$ cat src/rtl/rom_prgmr_pkg.sv
// Shared constants for the multi-channel ROM programmer: register indices,
// CTRL/STATUS bit positions and the access FSM state encoding.
// No logic; imported by rom_prgmr_mc and rom_prgmr_chan_mux.
package rom_prgmr_pkg;

  // Avalon register indices
  localparam logic [2:0] REG_CTRL   = 3'd0;
  localparam logic [2:0] REG_PTR    = 3'd1;
  localparam logic [2:0] REG_DATA   = 3'd2;
  localparam logic [2:0] REG_STATUS = 3'd3;
  localparam logic [2:0] REG_CSUM   = 3'd4;

  // CTRL fields
  localparam int CTRL_CH_LSB   = 0;
  localparam int CTRL_CH_W     = 3;
  localparam int CTRL_HOLD_BIT = 8;

  // STATUS fields
  localparam int STAT_BUSY_BIT = 0;
  localparam int STAT_ERR_BIT  = 1;
  localparam int STAT_OVF_BIT  = 2;

  typedef enum logic [1:0] {
    IDLE    = 2'd0,
    WR      = 2'd1,
    RD_WAIT = 2'd2,
    DONE    = 2'd3
  } state_t;

endpackage

$ cat src/rtl/rom_prgmr_chan_mux.sv
// Channel decode: turns CH plus the write/read strobe into one-hot per-channel
// enables and selects that channel's slice of the ROM read data.
// Latency: combinational. Backpressure: none.
// Ports: ch (channel select), wr_en/rd_en (strobes), from_rom (all channels),
//        read_rom/write_rom (one-hot enables), rd_data (selected slice).
module rom_prgmr_chan_mux
  import rom_prgmr_pkg::*;
#(
  parameter int NUM_CH = 2,
  parameter int DATA_W = 8
) (
  input  logic [CTRL_CH_W-1:0]     ch,
  input  logic                     wr_en,
  input  logic                     rd_en,
  input  logic [NUM_CH*DATA_W-1:0] from_rom,
  output logic [NUM_CH-1:0]        read_rom,
  output logic [NUM_CH-1:0]        write_rom,
  output logic [DATA_W-1:0]        rd_data
);

  // An out-of-range channel matches no index: no strobe, zero data.
  always_comb begin
    read_rom  = '0;
    write_rom = '0;
    rd_data   = '0;
    for (int c = 0; c < NUM_CH; c++) begin
      if (int'(ch) == c) begin
        read_rom[c]  = rd_en;
        write_rom[c] = wr_en;
        rd_data      = from_rom[c*DATA_W +: DATA_W];
      end
    end
  end

endmodule

$ cat src/rtl/rom_prgmr_mc.sv
// Avalon-MM slave that loads game images into NUM_CH ROM/RAM channels through
// an auto-incrementing pointer, holding the NES core off the ROMs meanwhile.
// Latency: register accesses 0 wait; DATA write 2 waits; DATA read RD_LAT+1 waits.
// Backpressure: AVL_WAITREQUEST stalls the master for the whole DATA access.
// Ports: AVL_* slave bus; FROM_ROM per-channel read data; ROM_ADDR/TO_ROM shared
//        address/write data (held between strobes); READ_ROM/WRITE_ROM one-hot
//        strobes; NES_HOLD keeps the NES core off the ROMs.
// Option: define ROM_PRGMR_CHECKSUM_EN for the 16-bit write checksum at reg 4.
module rom_prgmr_mc
  import rom_prgmr_pkg::*;
#(
  parameter int NUM_CH = 2,
  parameter int ADDR_W = 16,
  parameter int DATA_W = 8,
  parameter int RD_LAT = 2
) (
  input  logic                     CLK,
  input  logic                     RESET,
  input  logic [2:0]               AVL_ADDR,
  input  logic                     AVL_CS,
  input  logic                     AVL_READ,
  input  logic                     AVL_WRITE,
  input  logic [31:0]              AVL_WRITEDATA,
  output logic [31:0]              AVL_READDATA,
  output logic                     AVL_WAITREQUEST,
  input  logic [NUM_CH*DATA_W-1:0] FROM_ROM,
  output logic [ADDR_W-1:0]        ROM_ADDR,
  output logic [DATA_W-1:0]        TO_ROM,
  output logic [NUM_CH-1:0]        READ_ROM,
  output logic [NUM_CH-1:0]        WRITE_ROM,
  output logic                     NES_HOLD
);

  localparam int CNT_W = $clog2(RD_LAT + 1);

  state_t                 state_q;
  logic [CTRL_CH_W-1:0]   ch_q;
  logic                   hold_q;
  logic [ADDR_W-1:0]      ptr_q;
  logic                   err_q;
  logic                   ovf_q;
  logic                   op_wr_q;
  logic                   wr_en_q;
  logic                   rd_en_q;
  logic [CNT_W-1:0]       cnt_q;
  logic [ADDR_W-1:0]      rom_addr_q;
  logic [DATA_W-1:0]      to_rom_q;
  logic [DATA_W-1:0]      rdata_q;
  logic [DATA_W-1:0]      mux_rd_data;
`ifdef ROM_PRGMR_CHECKSUM_EN
  logic [15:0]            csum_q;
`endif

  // Simultaneous read and write is a write.
  logic acc, is_wr, is_rd, data_acc, data_ok, start;
  assign acc      = AVL_CS & (AVL_READ | AVL_WRITE);
  assign is_wr    = AVL_CS & AVL_WRITE;
  assign is_rd    = AVL_CS & AVL_READ & ~AVL_WRITE;
  assign data_acc = acc & (AVL_ADDR == REG_DATA);
  assign data_ok  = hold_q & (int'(ch_q) < NUM_CH);
  assign start    = (state_q == IDLE) & data_acc & data_ok;

  // The first wait cycle must be raised in the same cycle the access appears.
  assign AVL_WAITREQUEST = (state_q == IDLE) ? start : (state_q != DONE);

  assign ROM_ADDR = rom_addr_q;
  assign TO_ROM   = to_rom_q;
  assign NES_HOLD = hold_q;

  rom_prgmr_chan_mux #(
    .NUM_CH (NUM_CH),
    .DATA_W (DATA_W)
  ) u_chan_mux (
    .ch        (ch_q),
    .wr_en     (wr_en_q),
    .rd_en     (rd_en_q),
    .from_rom  (FROM_ROM),
    .read_rom  (READ_ROM),
    .write_rom (WRITE_ROM),
    .rd_data   (mux_rd_data)
  );

  always_comb begin
    AVL_READDATA = '0;
    if (is_rd) begin
      case (AVL_ADDR)
        REG_CTRL: begin
          AVL_READDATA[CTRL_CH_LSB +: CTRL_CH_W] = ch_q;
          AVL_READDATA[CTRL_HOLD_BIT]            = hold_q;
        end
        REG_PTR:  AVL_READDATA[ADDR_W-1:0] = ptr_q;
        REG_DATA: begin
          // Only the completing cycle of a read carries the captured data.
          if (state_q == DONE && !op_wr_q) AVL_READDATA[DATA_W-1:0] = rdata_q;
        end
        REG_STATUS: begin
          AVL_READDATA[STAT_BUSY_BIT] = (state_q != IDLE);
          AVL_READDATA[STAT_ERR_BIT]  = err_q;
          AVL_READDATA[STAT_OVF_BIT]  = ovf_q;
        end
`ifdef ROM_PRGMR_CHECKSUM_EN
        REG_CSUM: AVL_READDATA[15:0] = csum_q;
`endif
        default: AVL_READDATA = '0;
      endcase
    end
  end

  always_ff @(posedge CLK or posedge RESET) begin
    if (RESET) begin
      state_q    <= IDLE;
      ch_q       <= '0;
      hold_q     <= 1'b0;
      ptr_q      <= '0;
      err_q      <= 1'b0;
      ovf_q      <= 1'b0;
      op_wr_q    <= 1'b0;
      wr_en_q    <= 1'b0;
      rd_en_q    <= 1'b0;
      cnt_q      <= '0;
      rom_addr_q <= '0;
      to_rom_q   <= '0;
      rdata_q    <= '0;
`ifdef ROM_PRGMR_CHECKSUM_EN
      csum_q     <= '0;
`endif
    end else begin
      // Strobes are single-cycle pulses.
      wr_en_q <= 1'b0;
      rd_en_q <= 1'b0;
      case (state_q)
        IDLE: begin
          if (data_acc) begin
            if (data_ok) begin
              rom_addr_q <= ptr_q;
              op_wr_q    <= is_wr;
              if (is_wr) begin
                to_rom_q <= AVL_WRITEDATA[DATA_W-1:0];
                wr_en_q  <= 1'b1;
                state_q  <= WR;
              end else begin
                rd_en_q  <= 1'b1;
                cnt_q    <= CNT_W'(RD_LAT);
                state_q  <= RD_WAIT;
              end
            end else begin
              err_q <= 1'b1;
            end
          end else if (is_wr) begin
            case (AVL_ADDR)
              REG_CTRL: begin
                ch_q   <= AVL_WRITEDATA[CTRL_CH_LSB +: CTRL_CH_W];
                hold_q <= AVL_WRITEDATA[CTRL_HOLD_BIT];
              end
              REG_PTR: ptr_q <= AVL_WRITEDATA[ADDR_W-1:0];
              REG_STATUS: begin
                err_q <= err_q & ~AVL_WRITEDATA[STAT_ERR_BIT];
                ovf_q <= ovf_q & ~AVL_WRITEDATA[STAT_OVF_BIT];
              end
`ifdef ROM_PRGMR_CHECKSUM_EN
              REG_CSUM: csum_q <= '0;
`endif
              default: ;
            endcase
          end
        end
        WR: state_q <= DONE;
        RD_WAIT: begin
          if (cnt_q == CNT_W'(1)) begin
            rdata_q <= mux_rd_data;
            state_q <= DONE;
          end else begin
            cnt_q <= cnt_q - CNT_W'(1);
          end
        end
        DONE: begin
          // Pointer (and checksum) only advance once the access has completed.
          ptr_q <= ptr_q + ADDR_W'(1);
          if (&ptr_q) ovf_q <= 1'b1;
`ifdef ROM_PRGMR_CHECKSUM_EN
          if (op_wr_q) csum_q <= csum_q + 16'(to_rom_q);
`endif
          state_q <= IDLE;
        end
        default: state_q <= IDLE;
      endcase
    end
  end

  // Write-data bits outside the decoded fields are intentionally ignored.
  logic unused_wdata;
  assign unused_wdata = ^AVL_WRITEDATA;

endmodule

$ cat config.mk
export PLATFORM = sky130hd
export DESIGN_NAME = rom_prgmr_mc
export DESIGN_NICKNAME = d
export VERILOG_FILES = /design/src/rtl/rom_prgmr_pkg.sv /design/src/rtl/rom_prgmr_chan_mux.sv /design/src/rtl/rom_prgmr_mc.sv
export SDC_FILE = /design/constraint.sdc
export NUM_CORES = 1
export LEC_CHECK = 0
export ABC_AREA = 1
export CORE_MARGIN = 2
export CORE_UTILIZATION = 35
export DETAILED_ROUTE_END_ITERATION = 12
export PLACE_DENSITY = 0.74
export SETUP_SLACK_MARGIN = 0.15
export SLEW_MARGIN = 20
export SYNTH_ARGS = -nofsm -noshare
export SYNTH_HDL_FRONTEND = slang
export SYNTH_SLANG_ARGS = --single-unit
$ cat constraint.sdc
create_clock -name CLK -period 2.6 [get_ports CLK]
set_input_delay 0.65 -clock CLK [delete_from_list [all_inputs] [get_ports CLK]]
set_output_delay 0.65 -clock CLK [all_outputs]
set_load 0.005 [all_outputs]
==> results.toml, run 1 <==
[outcome]
outcome = "complete, no violations"

[pwr]
p_total_uw = 3910
power-per-cell-area_mw_per_mm2 = 802
p_leak_uw = 0.00238
irDropWorstVdd_v = 0.000318

[run]
drv_cap = 0

[yosys]
synth_top_flop_cell = "dfrtp_1"
netlist_area_mm2 = 0.00353
synthArstFlopShare = 1.00
ys_ff_latch = 61
syn_inst = 495
synth.avg_cell_area_um2 = 7.12
synth_top_area_frac = 0.433
yosysMostFrequentCell = "nand2_1"
synthTopCellsByArea = "dfrtp_1 (43%), nand2_1 (17%), nor2_1 (5.9%)"
synth_edf_count = 0
yosys.area.top_type = "dfrtp_1"
synth.distinct_cells = 28
synthTopCellsByCount = "nand2_1 (157), dfrtp_1 (61), nor2_1 (55)"
yosys_warnings = 0
synth_seq_area_share = 0.433

[place]
placed_cell_area_mm2 = 0.00456
place.port_buffers = 85
dp_hpwl_um = 7430
place_inst = 714
dp_slack_ns = -0.479
gp_congestion = 0.911

[timing]
fin_ws_ns = 0.171
rsz0062_at_grt = "true"
worst_slew_pin_slew_ns = 0.517
finClkSkew_ns = 0.00847
fmax_ghz = 0.412
finalSetupViolations = 0
max_slew_margin = 0.654
hold_viol_final = 0
fin_crit_ns = 2.43
finalCritPeriodShare = 0.934
drv_slew = 0

[critical_path]
cp.required_ns = 1.95
crit_fanout = 6
start_kind = "input port"
end_kind = "primary output"
crit_arrival_ns = 1.78
rrSetupSlack_ns = 0.75
path_class = "input port to primary output"

[cells_and_area]
antenna_cells = 0
num-nets-final = 663
areaGrowthSynthToFinish_pct = 38.2
fin_util = 0.499
stdcell_count = 738
drive_gt1_frac = 0.162
stdcell_area_mm2 = 0.00487
n_fill_cell = 956

[clocking]
cts_hold_buf = 0
cts_root_buf = "clkbuf_8"
cts_tree = "built"
clk_latency_ns = 0.34
clk_pin_slew_ns = 0.07
ctsHtreeMaxLevel = 3
cts_buffers = 9
cts_sinks = 61
cts_buffer_depth = 2

[die]
die_width_um = 104
rows = 36
dieArea_mm2 = 0.0109
die_h_um = 104
io_pins = 118
start_util = 0.361
coreArea_mm2 = 0.00977

[drt]
dr.pass1.iters = 5
drt-total-wl_um = 10300
wire_per_inst_um = 13.9
drcViolationCount = 0
initialDrtViolationCount = 274
drt-vias-per-instance = 4.87
vias = 3597
detail-route-antenna-nets = 0

[global_route]
grt_overflow = 0
gr-usage-all-layers = 0.192
antenna_found_initial = 0
grt_pass1_vias = 3491
grt_pass1_wl_um = 16700
grt_max_degree = 43

[worst_hold_path]
min_path_type = "flop to flop"
==> where the power goes <==
group,internal (µW),leakage [µW],switching [µW]
clock network,417,0.0000905,392
registers,1230,0.000796,306
logic,638,0.00149,926
total,2290,0.00238,1620
==> flip-flops by register name, summed over array words and instances (netlist names) <==
name      count
wr_en_q       1
op_wr_q       1
TO_ROM        8
rd_en_q       1
rdata_q       8
state_q       2
ovf_q         1
cnt_q         2
err_q         1
ROM_ADDR     16
ptr_q        16
NES_HOLD      1
ch_q          3
==> cell usage in the layout, fill, tap and decap left out, types with 3 or more instances in the layout <==
master,count
nand2_1,155
clkdlybuf4s50_1,63
dfrtp_1,60
nor2_1,49
inv_1,41
nand3_1,38
o21ai_0,37
buf_4,19
a21oi_1,17
conb_1,16
buf_2,16
clkbuf_8,12
inv_2,6
nor2_2,6
nor3_2,6
a21o_1,6
o22ai_1,5
ha_1,5
nor2_4,4
a21oi_2,4
dlygate4sd2_1,4
nand2_2,3
nand4_1,3
xor2_1,3
buf_12,3
==> routing by layer <==
layer | wire length, µm | vias to the layer above | track usage | share of wire
li1 | - | 1766 | - | -
met1 | 4210 | 1667 | 0.229 | 0.41
met2 | 5060 | 136 | 0.328 | 0.49
met3 | 592 | 28 | 0.0420 | 0.058
met4 | 393 | 0 | 0.0888 | 0.038
met5 | 0 | - | 0 | 0
==> cell families (layout without fill, tap and decap cells) <==
group / after synthesis / in the layout / synth area share
multiplexers: 1 / 1 / 0.00319
AND/OR/NAND/NOR: 267 / 267 / 0.310
AO/OA/AOI/OAI: 77 / 77 / 0.120
other: 1 / 16 / 0.00106
XOR/XNOR: 3 / 3 / 0.00745
adder cells (fa/ha/maj): 6 / 6 / 0.0213
buffers and inverters: 79 / 174 / 0.104
flip-flops: 61 / 61 / 0.433
==> metrics by stage <==
| stage | hold WS (ns) | setup TNS (ns) |
|---|---|---|
| after floorplan | 0.441 | 0 |
| after CTS | 0.475 | 0 |
| after global placement | 0.454 | -6.47 |
| final | 0.473 | 0 |
| after global routing | 0.496 | 0 |
| after detailed placement | 0.457 | -6.95 |
==> layout make-up <==
class,instances,area [µm²],area share
Sequential cell,61,1530,0.313
Multi-Input combinational cell,370,1790,0.367
Timing Repair Buffer,111,1020,0.210
Clock inverter,3,20.0,0.00411
Inverter,48,183,0.0375
Clock buffer,12,165,0.0339
Tap cell,133,166,0.0341
==> worst paths after layout <==
check,start,to,cells past startpoint
hold / removal,TO_ROM[3]$_DFFE_PP0P_,TO_ROM[3]$_DFFE_PP0P_,2
setup / recovery,AVL_ADDR[0],AVL_READDATA[6],8
setup reg to reg,state_q[1]$_DFFE_PP0P_,cnt_q[1]$_DFFE_PP0P_,8
hold reg to reg,TO_ROM[3]$_DFFE_PP0P_,TO_ROM[3]$_DFFE_PP0P_,2
max in group asynchronous,RESET,ptr_q[10]$_DFFE_PP0P_,3
min in group asynchronous,RESET,ROM_ADDR[0]$_DFFE_PP0P_,2
==> worst max-delay path, cell delays in order <==
cell and delay, ns:
dlygate4sd2_1 0.29, nor2_2 0.19, nand2_2 0.09, buf_4 0.14, inv_2 0.09, nand2_1 0.07, a21oi_2 0.13, buf_2 0.13
==> what timing repair did <==
action,4_1_cts,5_1_grt
endpoints found under the setup margin,21,20
gates cloned,1,0
setup buffers,6,2
pin swaps,7,2
gates resized for setup,98,15
No activity file was read; power rests on OpenSTA's default activity.
==> run 2: changes to the inputs <==
CORE_MARGIN = default   (was 2)
PLACE_DENSITY = 0.76   (was 0.74)
clock period = 2.1 ns   (was 2.6 ns; I/O delays follow)
==> results.toml, run 2 (same netlist as run 1, synthesis figures left out) <==
[place]
place_inst = 727
placed_cell_area_mm2 = 0.00467
place.port_buffers = 85
dp_slack_ns = -0.762
gp_congestion = 0.909
dp_hpwl_um = 7720

[drt]
drcViolationCount = 0
wire_per_inst_um = 15.9
drt-vias-per-instance = 5.14
initialDrtViolationCount = 433
vias = 3964
drt-total-wl_um = 12200
dr.pass1.iters = 7
detail-route-antenna-nets = 0

[timing]
finalCritPeriodShare = 1.10
finClkSkew_ns = 0.00794
hold_viol_final = 0
tns_ns = -0.403
finalSetupViolations = 6
drv_slew = 0
fmax_ghz = 0.433
rsz0062_at_grt = "true"
fin_ws_ns = -0.211
fin_crit_ns = 2.31

[cells_and_area]
antenna_cells = 0
areaGrowthSynthToFinish_pct = 51.8
drive_gt1_frac = 0.245
final_common_cell = "nand2_1"
stdcell_area_mm2 = 0.00535
num-nets-final = 695
final_cell_mix = "nand2_1 (149), dfrtp_1 (61), clkdlybuf4s50_1 (58)"
stdcell_count = 771

[pwr]
p_leak_uw = 0.00264
power-per-cell-area_mw_per_mm2 = 1050
irDropWorstVdd_v = 0.000484

[outcome]
outcome = "finished, violations left"
violations = "negative setup slack"

[worst_hold_path]
min_path_type = "input port to asynchronous set/reset pin"

[die]
dieArea_mm2 = 0.0105
rows = 36
io_pins = 118
die_h_um = 102
coreArea_mm2 = 0.00977
start_util = 0.361
die_width_um = 102

[global_route]
grt_pass1_wl_um = 17200
antenna_found_initial = 0
gr-usage-all-layers = 0.218
grt_max_degree = 32
grt_overflow = 0
grt_pass1_vias = 3619

[critical_path]
path_class = "flop to primary output"
rr_endpoint = "ptr_q[4]$_DFFE_PP0P_"
rrSetupSlack_ns = 0.03
start_kind = "flop"
crit_fanout = 2
reg2reg_from = "state_q[0]$_DFFE_PP0P_"
end_kind = "primary output"
crit_arrival_ns = 1.79
reg2regPathDepth = 12
cp.required_ns = 1.57

[clocking]
ctsHtreeMaxLevel = 3
clk_pin_slew_ns = 0.07
cts_root_buf = "clkbuf_8"
cts_buffers = 9
clk_latency_ns = 0.36
cts_buffer_depth = 2
cts_sinks = 61
cts_tree = "built"
cts_hold_buf = 0

[run]
drv_cap = 0
==> run 2: changes by cell type in the layout (fill, tap and decap cells not counted), sizes merged <==
| cell | previous run | this run |
|---|---|---|
| bufinv | 0 | 1 |
| dlygate4sd2 | 4 | 0 |
| clkdlybuf4s50 | 63 | 58 |
| buf | 42 | 79 |
| inv | 48 | 47 |
| clkbuf | 14 | 19 |
==> run 2: worst max-delay path by stage <==
stage,from,to,slack [ns]
finish,state_q[0]$_DFFE_PP0P_,AVL_READDATA[0],-0.21
global route,state_q[1]$_DFFE_PP0P_,AVL_READDATA[0],-0.28
CTS,state_q[1]$_DFFE_PP0P_,AVL_READDATA[0],0.002
detailed placement,AVL_ADDR[1],AVL_READDATA[2],-0.76
global placement,AVL_ADDR[1],AVL_READDATA[2],-0.72
floorplan,AVL_READ,AVL_READDATA[14],0.22
==> run 2: cell type report <==
cell class | count | area (µm²)
well taps | 133 | 166
clock buffers | 13 | 169
repair buffers | 143 | 1320
clock inverters | 3 | 42.5
fillers | 849 | 4420
flip-flops and latches | 61 | 1530
multi-input cells | 370 | 1930
inverters | 48 | 196
==> run 2: critical path: stages (launching register included) <==
cell and delay, ns:
dfrtp_1 0.37, ha_2 0.19, inv_2 0.05, nor2_4 0.09, nand2_2 0.10, buf_6 0.15
o22ai_4 0.09, nor2_1 0.08, nor2_1 0.16, buf_2 0.16
==> run 2: metrics by stage <==
stage | util | total power [µW] | hold WS, ns
after global placement | 0.477 | 3750 | 0.454
after floorplan | - | 3020 | 0.441
after CTS | 0.523 | 5220 | 0.455
after global routing | 0.548 | 5930 | 0.464
final | 0.548 | 5620 | 0.439
after detailed placement | 0.477 | 3830 | 0.459
==> run 2: routing by layer <==
metal | vias to the layer above | track usage | part of all wire
met5 | - | 0 | 0
met4 | 0 | 0.141 | 0.063
met3 | 69 | 0.0513 | 0.070
met2 | 213 | 0.360 | 0.47
met1 | 1860 | 0.254 | 0.40
li1 | 1822 | - | -
==> run 2: power breakdown <==
part | internal, µW | leakage [µW] | switching, µW
Combinational | 1140 | 0.00174 | 1440
Sequential | 1520 | 0.000797 | 380
Clock | 644 | 0.000106 | 486
==> run 2: what timing repair did <==
action | 4_1_cts | 5_1_grt
resized for setup | 154 | 52
setup endpoints to repair | 29 | 39
cloned | 1 | 2
buffers inserted | 16 | 9
pin swaps | 12 | 11
==> run 3: changes to the inputs <==
CORE_UTILIZATION = 42   (was 35)
PLACE_DENSITY = 0.87   (was 0.76)
==> results.toml, run 3 (same netlist as run 1, synthesis figures left out) <==
[die]
die_width_um = 93.6
start_util = 0.431
dieArea_mm2 = 0.00877
die_h_um = 93.6
rows = 33
coreArea_mm2 = 0.00818
io_pins = 118

[critical_path]
cpMostUsedCell = "a21oi_2"
path_class = "flop to primary output"
worstPathCellList = "ha_4 -> inv_2 -> nor2_2 -> nand2_2 -> clkinv_4 -> a21oi_2 -> a21oi_2 -> buf_2"
critPathMaxStageDelay_ns = 0.42
crit_fanout = 6
start_kind = "flop"
crit_arrival_ns = 1.61
reg2reg_from = "state_q[1]$_DFFE_PP0P_"
cp.required_ns = 1.57
end_kind = "primary output"
cp_slowest_cell = "dfrtp_1"
critPathLaunch = "state_q[1]$_DFFE_PP0P_"

[clocking]
clk_pin_slew_ns = 0.07
cts_tree = "built"
clk_latency_ns = 0.34
cts_root_buf = "clkbuf_8"
cts_buffers = 9
ctsHtreeMaxLevel = 3
cts_buffer_depth = 2
cts_hold_buf = 0
cts_sinks = 61

[drt]
initialDrtViolationCount = 316
drcViolationCount = 0
detail-route-antenna-nets = 0
drt-total-wl_um = 11000
vias = 3860
wire_per_inst_um = 15.0
drt-vias-per-instance = 5.29
dr.pass1.iters = 5

[place]
place.port_buffers = 85
dp_hpwl_um = 7400
gp_congestion = 0.924
placed_cell_area_mm2 = 0.00467
place_inst = 701

[outcome]
outcome = "finished, violations left"
violations = "negative setup slack"

[cells_and_area]
num-nets-final = 682
n_fill_cell = 664
stdcell_area_mm2 = 0.00507
antenna_cells = 0
areaGrowthSynthToFinish_pct = 43.9
final_common_cell = "nand2_1"
final_cell_mix = "nand2_1 (146), dfrtp_1 (61), clkdlybuf4s50_1 (58)"
drive_gt1_frac = 0.224
stdcell_count = 729

[timing]
finalCritPeriodShare = 1.02
finClkSkew_ns = 0.00852
rsz0062_at_grt = "true"
fmax_ghz = 0.468
fin_crit_ns = 2.14
finalSetupViolations = 2
hold_viol_final = 0
fin_ws_ns = -0.0382
drv_slew = 0

[pwr]
clockPowerShare = 0.205
p_seq_frac = 0.370
sw_frac_of_total = 0.409
p_int_uw = 3070
p_leak_uw = 0.00250
irDropWorstVdd_v = 0.000673
power-per-cell-area_mw_per_mm2 = 1020
pwr-share-comb = 0.424
p_sw_uw = 2120

[worst_hold_path]
min_path_type = "flop to flop"
hp-start = "TO_ROM[6]$_DFFE_PP0P_"

[global_route]
grt_pass1_vias = 3630
antenna_found_initial = 0
grt_overflow = 0
grt_pass1_wl_um = 17400
grt_max_degree = 32
gr-usage-all-layers = 0.258

[run]
drv_cap = 0
[run 3: cell types whose count changed in the layout (fill, tap and decap cells not counted), moves of 3 or more]
| cell | before | now |
|---|---|---|
| a21oi_2 | 6 | 9 |
| buf_2 | 22 | 18 |
| buf_6 | 13 | 5 |
| clkdlybuf4s15_1 | 0 | 3 |
| nand2_1 | 149 | 146 |
| nor2_2 | 2 | 5 |
| nor3_2 | 3 | 7 |
| nor3_4 | 4 | 0 |
| o21ai_0 | 28 | 36 |
| o21ai_1 | 8 | 3 |
[run 3: per-stage QoR]
step                      power, µW   util  TNS [ns]  hold slack [ns]  worst slack (ns)
final                          5190  0.621   -0.0761            0.472           -0.0382
after global routing           5540  0.621    -0.216            0.505           -0.0666
after CTS                      5020  0.610   -0.0577            0.473           -0.0205
after detailed placement       3810  0.571    -12.87            0.457            -0.676
after global placement         3720  0.571    -11.84            0.452            -0.664
after floorplan                3020      -         0            0.441             0.220
[run 3: area by class of cell]
type	instances	area, µm²	area share
multi-input cells	371	1870	0.369
flip-flops and latches	61	1530	0.301
repair buffers	129	1150	0.227
inverters	48	196	0.0387
clock buffers	11	151	0.0298
well taps	105	131	0.0259
clock inverters	4	47.5	0.00937
[run 3: layer usage]
layer  track usage  share of wire  vias to the layer above
li1              -              -                     1796
met1         0.314           0.41                     1833
met2         0.410           0.47                      177
met3        0.0537          0.060                       54
met4         0.176          0.051                        0
met5             0              0                        -
[run 3: worst paths after layout]
path | end | slack, ns | cells past startpoint
min reg2reg | TO_ROM[6]$_DFFE_PP0P_ | 0.47 | 2
max | AVL_READDATA[2] | -0.04 | 8
min | TO_ROM[6]$_DFFE_PP0P_ | 0.47 | 2
max reg2reg | ptr_q[2]$_DFFE_PP0P_ | 0.25 | 11
min in group asynchronous | ch_q[2]$_DFFE_PP0P_ | 0.55 | 2
max in group asynchronous | ptr_q[14]$_DFFE_PP0P_ | 1.08 | 3
[run 3: power groups by stage]
| stage | clock network [µW] | registers, µW | logic (µW) |
|---|---|---|---|
| 6_report | 1060 | 1920 | 2200 |
| 3_3_place_gp | 0 | 1870 | 1860 |
| 5_1_grt | 1130 | 1960 | 2450 |
| 4_1_cts | 1070 | 1880 | 2080 |
| 2_1_floorplan | 0 | 1790 | 1230 |
| 3_5_place_dp | 0 | 1880 | 1940 |
[run 3: repair_timing]
action                     in CTS  in global routing
setup endpoints to repair      21                 24
pin swaps                      19                 17
buffers inserted                7                  5
cloned                          1                  0
resized for setup             137                 27
[run 3: critical path: cells and delay by family (launching register included)]
kind,cells,cell delay (ns)
AND/OR/NAND/NOR,2,0.14
AO/OA/AOI/OAI,2,0.22
flip-flops,1,0.42
buffers and inverters,3,0.31
adder cells (fa/ha/maj),1,0.18
